### src/rtl/fsm_pkg.sv
// Shared definitions for the bit-stream source and its downstream detector.
//   state_t   : frame sequencer states (IDLE / SHIFT / DONE, 2-bit)
//   WIDTH_DEF : default word width in bits
//   DIV_DEF   : default number of clock cycles each bit is held
package fsm_pkg;

    typedef enum logic [1:0] {
        IDLE  = 2'b00,
        SHIFT = 2'b01,
        DONE  = 2'b10
    } state_t;

    localparam int unsigned WIDTH_DEF = 8;
    localparam int unsigned DIV_DEF   = 4;

endpackage

### src/rtl/bit_tick_div.sv
// Bit-period divider: a down-counter that marks the last cycle of a bit slot.
//   clk    : system clock
//   reset  : asynchronous active-low reset (count clears to 0)
//   i_load : reload the counter with DIV-1 (start of a new bit slot)
//   o_tick : high while the count is 0, i.e. the current bit slot ends at the next edge
module bit_tick_div #(
    parameter int unsigned DIV = 4
) (
    input  logic clk,
    input  logic reset,
    input  logic i_load,
    output logic o_tick
);

    generate
        if (DIV == 1) begin : g_bypass
            // Every cycle is the last cycle of its bit slot.
            logic w_unused;
            assign w_unused = ^{clk, reset, i_load};
            assign o_tick   = 1'b1;
        end else begin : g_count
            localparam int unsigned   CW     = $clog2(DIV);
            localparam logic [CW-1:0] RELOAD = CW'(DIV - 1);

            logic [CW-1:0] r_cnt;

            always_ff @(posedge clk or negedge reset) begin
                if (!reset) begin
                    r_cnt <= '0;
                end else if (i_load) begin
                    r_cnt <= RELOAD;
                end else if (r_cnt != '0) begin
                    r_cnt <= r_cnt - 1'b1;
                end
            end

            assign o_tick = (r_cnt == '0);
        end
    endgenerate

endmodule

### src/rtl/bit_stream_gen.sv
// Parallel-to-serial source feeding the consecutive-ones detector.
// Accepts a WIDTH-bit word on a valid/ready handshake, shifts it out MSB-first
// on wo holding each bit for DIV cycles, then pulses done for one cycle.
//   clk       : system clock, rising edge
//   reset     : asynchronous active-low reset
//   din       : parallel word, sampled only on handshake
//   din_valid : producer has a word on din
//   din_ready : high only in IDLE
//   wo        : registered serial output (to detector wi)
//   busy      : high in SHIFT and DONE
//   done      : one-cycle pulse after the last bit of a word
module bit_stream_gen
    import fsm_pkg::*;
#(
    parameter int unsigned WIDTH = WIDTH_DEF,
    parameter int unsigned DIV   = DIV_DEF
) (
    input  logic             clk,
    input  logic             reset,
    input  logic [WIDTH-1:0] din,
    input  logic             din_valid,
    output logic             din_ready,
    output logic             wo,
    output logic             busy,
    output logic             done
);

    localparam int unsigned BW = $clog2(WIDTH);

    state_t           r_state;
    state_t           w_state_nxt;
    // The MSB goes straight to wo at the handshake, so only the remaining
    // WIDTH-1 bits need to be held; wo always takes the top bit of this register.
    logic [WIDTH-2:0] r_shreg;
    logic [WIDTH-2:0] w_shreg_nxt;
    logic [BW-1:0]    r_bit_cnt;
    logic [BW-1:0]    w_bit_cnt_nxt;
    logic             r_wo;
    logic             w_wo_nxt;
    logic             r_done;
    logic             w_done_nxt;
    logic             w_load;
    logic             w_tick;

    bit_tick_div #(
        .DIV (DIV)
    ) u_tick_div (
        .clk    (clk),
        .reset  (reset),
        .i_load (w_load),
        .o_tick (w_tick)
    );

    always_ff @(posedge clk or negedge reset) begin
        if (!reset) begin
            r_state   <= IDLE;
            r_shreg   <= '0;
            r_bit_cnt <= '0;
            r_wo      <= 1'b0;
            r_done    <= 1'b0;
        end else begin
            r_state   <= w_state_nxt;
            r_shreg   <= w_shreg_nxt;
            r_bit_cnt <= w_bit_cnt_nxt;
            r_wo      <= w_wo_nxt;
            r_done    <= w_done_nxt;
        end
    end

    always_comb begin
        w_state_nxt   = r_state;
        w_shreg_nxt   = r_shreg;
        w_bit_cnt_nxt = r_bit_cnt;
        w_wo_nxt      = r_wo;
        w_done_nxt    = 1'b0;
        w_load        = 1'b0;

        case (r_state)
            IDLE: begin
                w_wo_nxt = 1'b0;
                if (din_valid) begin
                    w_load        = 1'b1;
                    w_shreg_nxt   = din[WIDTH-2:0];
                    w_bit_cnt_nxt = BW'(WIDTH - 1);
                    w_wo_nxt      = din[WIDTH-1];
                    w_state_nxt   = SHIFT;
                end
            end
            SHIFT: begin
                if (w_tick) begin
                    if (r_bit_cnt != '0) begin
                        w_load        = 1'b1;
                        w_wo_nxt      = r_shreg[WIDTH-2];
                        w_shreg_nxt   = r_shreg << 1;
                        w_bit_cnt_nxt = r_bit_cnt - 1'b1;
                    end else begin
                        w_wo_nxt    = 1'b0;
                        w_done_nxt  = 1'b1;
                        w_state_nxt = DONE;
                    end
                end
            end
            DONE: begin
                w_wo_nxt    = 1'b0;
                w_state_nxt = IDLE;
            end
            default: begin
                w_wo_nxt    = 1'b0;
                w_state_nxt = IDLE;
            end
        endcase
    end

    assign din_ready = (r_state == IDLE);
    assign busy      = (r_state == SHIFT) || (r_state == DONE);
    assign wo        = r_wo;
    assign done      = r_done;

endmodule

### config.mk
export PLATFORM = sky130hd
export DESIGN_NAME = bit_stream_gen
export DESIGN_NICKNAME = d
export VERILOG_FILES = /design/src/rtl/fsm_pkg.sv /design/src/rtl/bit_tick_div.sv /design/src/rtl/bit_stream_gen.sv
export SDC_FILE = /design/constraint.sdc
export NUM_CORES = 1
export LEC_CHECK = 0
export ABC_AREA = 1
export BUFFER_PORTS_ARGS = -buffer_cell sky130_fd_sc_hd__buf_2
export CAP_MARGIN = 20
export CORE_MARGIN = 2
export CORE_UTILIZATION = 40
export DETAILED_ROUTE_END_ITERATION = 12
export PLACE_DENSITY = 0.59
export SYNTH_ARGS = -nofsm -noshare
export SYNTH_HDL_FRONTEND = slang
export SYNTH_SLANG_ARGS = --single-unit
### constraint.sdc
create_clock -name clk -period 1.8 [get_ports clk]
set_clock_uncertainty 0.1 [all_clocks]
set_input_delay 0.09 -clock clk [delete_from_list [all_inputs] [get_ports clk]]
set_output_delay 0.09 -clock clk [all_outputs]
set_load 0.005 [all_outputs]
**Word level (Yosys, flattened, before mapping)**

Index checks and enable logic that the tools add are counted.

- Equal/unequal tests: 6
- $add $sub $neg: 2
- Mux-type cells: 25
- Reduce and logical (&&, ||, !) cells: 9

Operators by type and width:

| operator | number |
|---|---|
| two-way mux 7 bit | 3 |
| one-hot mux 7 bit (2 select lines) | 1 |
| two-way mux 2 bit | 5 |
| two-way mux 1 bit | 9 |
| two-way mux 3 bit | 3 |
| inequality test 2 bit, second input constant | 3 |
| one-hot mux 3 bit (2 select lines) | 1 |
| nonzero test 2 bit | 3 |
| zero test 2 bit | 2 |
| one-hot mux 1 bit (2 select lines) | 2 |
| one-hot mux 2 bit (2 select lines) | 1 |
| AND reduction 4 bit | 1 |
| AND reduction 3 bit | 1 |
| nonzero test 3 bit | 1 |
| subtractor 3 x 1 -> 3 bit, second input constant | 1 |
| == test 2 x 1 -> 1 bit, second input constant | 1 |
| == test 2 bit, second input constant | 1 |
| inequality test 2 x 1 -> 1 bit, second input constant | 1 |
| subtractor 2 x 1 -> 2 bit, second input constant | 1 |
| logical OR 1 bit | 1 |

- Logic and storage cells: 48
- Register bits: 16
- Output and inout port bits: 4
- Input port bits: 11

**Depth between registers and ports, before layout**

- Word-level depth: 5
- Mapped depth: 9
- Mapped depth without buffers: 9

**Hierarchy**

Synthesis repeated with hierarchy kept, for this count alone.

- Cell total of the unflattened synthesis: 124
- Area, all modules: 903.4 µm²

Modules (own cells, without submodules):

| module | seq. area each (µm²) | times used | cells each | area each (µm²) |
|---|---|---|---|---|
| bit_stream_gen | 350.3 | 1 | 110 | 792.0 |
| bit_tick_div | 50.0 | 1 | 14 | 111.4 |

**Worst setup path after synthesis**

OpenSTA, ideal clock, no wires.

- Kind: reg2reg
- From: register r_state[0]
- To: register r_bit_cnt[0]
- Buffers on the path: 1
- Clock period less this slack: 1.372 ns
- Cell stages (with the launch flop): 9
- Setup time: 0.123 ns
- Data required time: 1.577 ns
- Arrival time: 1.149 ns
- Slack: 0.428 ns
- Cell sequence: dfrtp_1 inv_1 ha_1 nand2_1 nand2_2 inv_2 buf_6 nand3_1 nand2_1

- Longest elaborated chain between the ends: 3
- Elaborated cells on any way between the ends: 8
- Classes of those cells: eq/ne: 4; mux: 1; reduce/logical: 3

Ends and longest elaborated chain:

| what | line | source |
|---|---|---|
| start: declaration | bit_stream_gen.sv:30 | `state_t r_state;` |
| start signal: assignment | bit_stream_gen.sv:62 | `r_state <= w_state_nxt;` |
| zero test 2 bit * | -- |  |
| net din_ready | bit_stream_gen.sv:22 | `output logic din_ready,` |
| inequality test 2 bit (no line) or nonzero test 2 bit (tied branches) | -- |  |
| AND reduction 4 bit (no line) | -- |  |
| end signal: assignment | bit_stream_gen.sv:64 | `r_bit_cnt <= w_bit_cnt_nxt;` |
| end: declaration | bit_stream_gen.sv:36 | `logic [BW-1:0] r_bit_cnt;` |

The timed path passes the listed nets; every way through them passes the cells marked *.
A chain may end at the register's enable or synchronous reset.

**Final worst setup path**

- From: register r_state[1]
- To: register r_shreg[3]

- Longest elaborated chain between the ends: 3
- Elaborated cells on any way between the ends: 8
- Classes of those cells: eq/ne: 4; mux: 1; reduce/logical: 3

Ends and longest elaborated chain:

| what | line | source |
|---|---|---|
| == test 2 x 1 -> 1 bit or zero test 2 bit (tied branches) | bit_stream_gen.sv:78 | `case (r_state)` |
| inequality test 2 bit (no line) (tied with other cells) | -- |  |
| AND reduction 4 bit (no line) | -- |  |
| end signal: assignment | bit_stream_gen.sv:63 | `r_shreg <= w_shreg_nxt;` |
| end: declaration | bit_stream_gen.sv:34 | `logic [WIDTH-2:0] r_shreg;` |

Parallel ways exist; a longest one is shown, timed or not.

==> impl_metrics.env <==
export IMPL_num_vias=749
export IMPL_grt_start_max_net_pins=17
export IMPL_clkTransAtPathRegs_ns=0.09
export IMPL_start_util_pct=41.1
export IMPL_ys_ff_latch=16
export IMPL_cts_max_level=1
export IMPL_track_usage_pct=15.3
export IMPL_grt_pass1_wl_mm=3.02
export IMPL_period_share_pct=88.8
export IMPL_reg2reg_setup_slack_ns=0.20
export IMPL_ir_drop_v=0.000716
export IMPL_period_needed_ns=1.60
export IMPL_route_detailed_drc=0
export IMPL_critical_path_max_stage_delay_ns=0.39
export IMPL_hold_viol_final=0
export IMPL_cts_buffer_depth=2
export IMPL_path_delay_family="simple AND/OR/NAND/NOR gates"
export IMPL_dieHeight_um=51.0
export IMPL_crit_buf_inv=1
export IMPL_seq_area_frac_synth_pct=45.3
export IMPL_critPathMaxFanout=10
export IMPL_grt_pass1_vias=703
export IMPL_nNetsFinal=151
export IMPL_die_area_um2=2600
export IMPL_ctsRootBufferMaster="clkbuf_4"
export IMPL_cts_num_sinks=16
export IMPL_place_hpwl_mm=1.31
export IMPL_wl_per_cell_um=10.5
export IMPL_slew_headroom_pct=76.5
export IMPL_dr_pass1_iters=4
export IMPL_critical_path_most_common_cell="nand2_1"
export IMPL_rsz0062_at_grt="false"
export IMPL_drt_iter0_drc=16
export IMPL_antenna_found_initial=0
export IMPL_synth_cell_types=17
export IMPL_multi_input_area_um2=422
export IMPL_status="finished, final reports clean"
export IMPL_hold_class="in -> reg"
export IMPL_cap_violations=0
export IMPL_routed_wl_mm=1.71
export IMPL_num_antenna_cells=0
export IMPL_worstPathArrival_ns=1.67
export IMPL_syn_nets=131
export IMPL_drive_gt1_share_pct=20.1
export IMPL_critPathKind="reg -> reg"
export IMPL_worstSkewPairLatency_ns=0.28
export IMPL_total_leakage_power_nw=0.602
export IMPL_end_kind="flop"
export IMPL_max_freq_ghz=0.625
export IMPL_crit_chain="inv_1 -> ha_1 -> nand2_1 -> nand2_4 -> nand2_4 -> nand2_1 -> nand2_1"
export IMPL_critPathRequiredTime_ns=1.87
export IMPL_io_pins=15
export IMPL_area_growth_pct=17.3
export IMPL_synthCells=115
export IMPL_post_cts_setup_buffers=0
export IMPL_gp_congestion=0.770
export IMPL_slowest_stage="dfrtp_1"
export IMPL_drtAntennaViolNets=0
export IMPL_synth_area_um2=883
export IMPL_cts_tree="done"
export IMPL_viasPerCell=4.62
export IMPL_avgSynthCellArea_um2=7.68
export IMPL_register_area_um2=400
export IMPL_rows=17
export IMPL_tns_ns=0
export IMPL_fill_cells=215
export IMPL_gr_total_overflow=0
export IMPL_die_w_um=51.0
export IMPL_cts_buffers=3
export IMPL_port_buffers=14
export IMPL_coreArea_um2=2150
export IMPL_worstMarginPinSlew_ns=0.352
export IMPL_pwr_density_cell_nw_per_um2=1780
export IMPL_finalSetupViolations=0
export IMPL_worstSetupStartpointType="flop"
export IMPL_yosysWarnings=0
export IMPL_power_total_mw=1.85
export IMPL_drv_slew=0
## registers in the layout, indices dropped and copies added, names as in the netlist
| register | count |
|---|---|
| wo | 1 |
| r_shreg | 7 |
| r_bit_cnt | 3 |
| u_tick_div.g_count.r_cnt | 2 |
| r_state | 2 |
| done | 1 |
## routing by layer
layer	vias up	routed length [µm]	global-route usage [%]
met5	-	0	0
met4	0	17	6.76
met3	2	51	2.63
met2	10	812	24.5
met1	339	826	20.3
li1	398	-	-
## where the power goes
part           total [mW]  internal, mW  switching, mW
Combinational        1.02         0.357          0.658
Sequential          0.601         0.517         0.0834
Clock               0.233         0.123          0.110
## cell usage after synthesis, drive strengths merged
| master | number | area share, % |
|---|---|---|
| buf | 2 | 1.8 |
| o211ai | 2 | 1.7 |
| o21ai | 1 | 0.57 |
| nor2 | 1 | 0.42 |
| a21oi | 1 | 0.57 |
| nand4 | 1 | 0.71 |
| nand3 | 14 | 7.9 |
| nor3 | 1 | 0.57 |
| xor2 | 1 | 0.99 |
| ha | 5 | 7.1 |
| dfrtp | 16 | 45 |
| nand2 | 58 | 27 |
| inv | 12 | 5.1 |
## per-stage QoR
step,utilization [%],instances,setup slack (ns),hold WS (ns),area (µm²)
2_1_floorplan,-,115,0.428,-0.306,883
3_3_place_gp,45.6,156,0.260,-0.0725,980
3_5_place_dp,45.6,156,0.220,-0.0765,980
4_1_cts,48.2,162,0.198,0.00646,1040
5_1_grt,48.2,162,0.0469,0.00700,1040
6_report,48.2,162,0.201,0.00811,1040
## tightest hold or removal path, cell delays in order
cell and delay, ns:
buf_2 0.12, nand4_1 0.09, nand2_1 0.05
## cells in the final DEF, fill, tap and decap left out, drive strengths merged
| master | synthesis | final |
|---|---|---|
| nand2 | 58 | 58 |
| dfrtp | 16 | 16 |
| buf | 2 | 15 |
| nand3 | 14 | 14 |
| inv | 12 | 12 |
| ha | 5 | 5 |
| clkbuf | 0 | 4 |
| o211ai | 2 | 2 |
| dlygate4sd3 | 0 | 2 |
| nor3 | 1 | 1 |
| nor2 | 1 | 1 |
| a21oi | 1 | 1 |
| nand4 | 1 | 1 |
| xor2 | 1 | 1 |
| o21ai | 1 | 1 |
## what timing repair did
action	4_1_cts	5_1_grt
resized for setup	0	0
hold endpoints to repair	17	0
hold buffers	2	0
## final cells by class
class | instances | share of cell area, %
multi-input combinational | 85 | 40.7
sequential | 16 | 38.6
timing repair buffer | 17 | 9.42
inverter | 12 | 4.35
clock buffer | 4 | 3.50
tap | 28 | 3.38
## kinds of logic (layout without fill, tap and decap cells)
group                      count (synthesis)  after routing  synth area share, %
AOI/OAI and AO/OA                          4              4                 2.83
and+or+nand+nor                           75             75                 36.8
DFF                                       16             16                 45.3
xor gates and xnor gates                   1              1                0.992
adders and majority gates                  5              5                 7.08
buffers and inverters                     14             33                 6.94
## final timing paths
path,cells past startpoint,from,end
min,3,din_valid,r_shreg[0]$_DFFE_PN0P_
max reg2reg,7,r_state[1]$_DFFE_PN0P_,r_shreg[3]$_DFFE_PN0P_
max in group asynchronous,2,reset,r_shreg[6]$_DFFE_PN0P_
min in group asynchronous,2,reset,u_tick_div.g_count.r_cnt[0]$_DFFE_PN0P_
min reg2reg,2,r_shreg[4]$_DFFE_PN0P_,r_shreg[4]$_DFFE_PN0P_
max,7,r_state[1]$_DFFE_PN0P_,r_shreg[3]$_DFFE_PN0P_
Power figures use the tool's default switching activity.
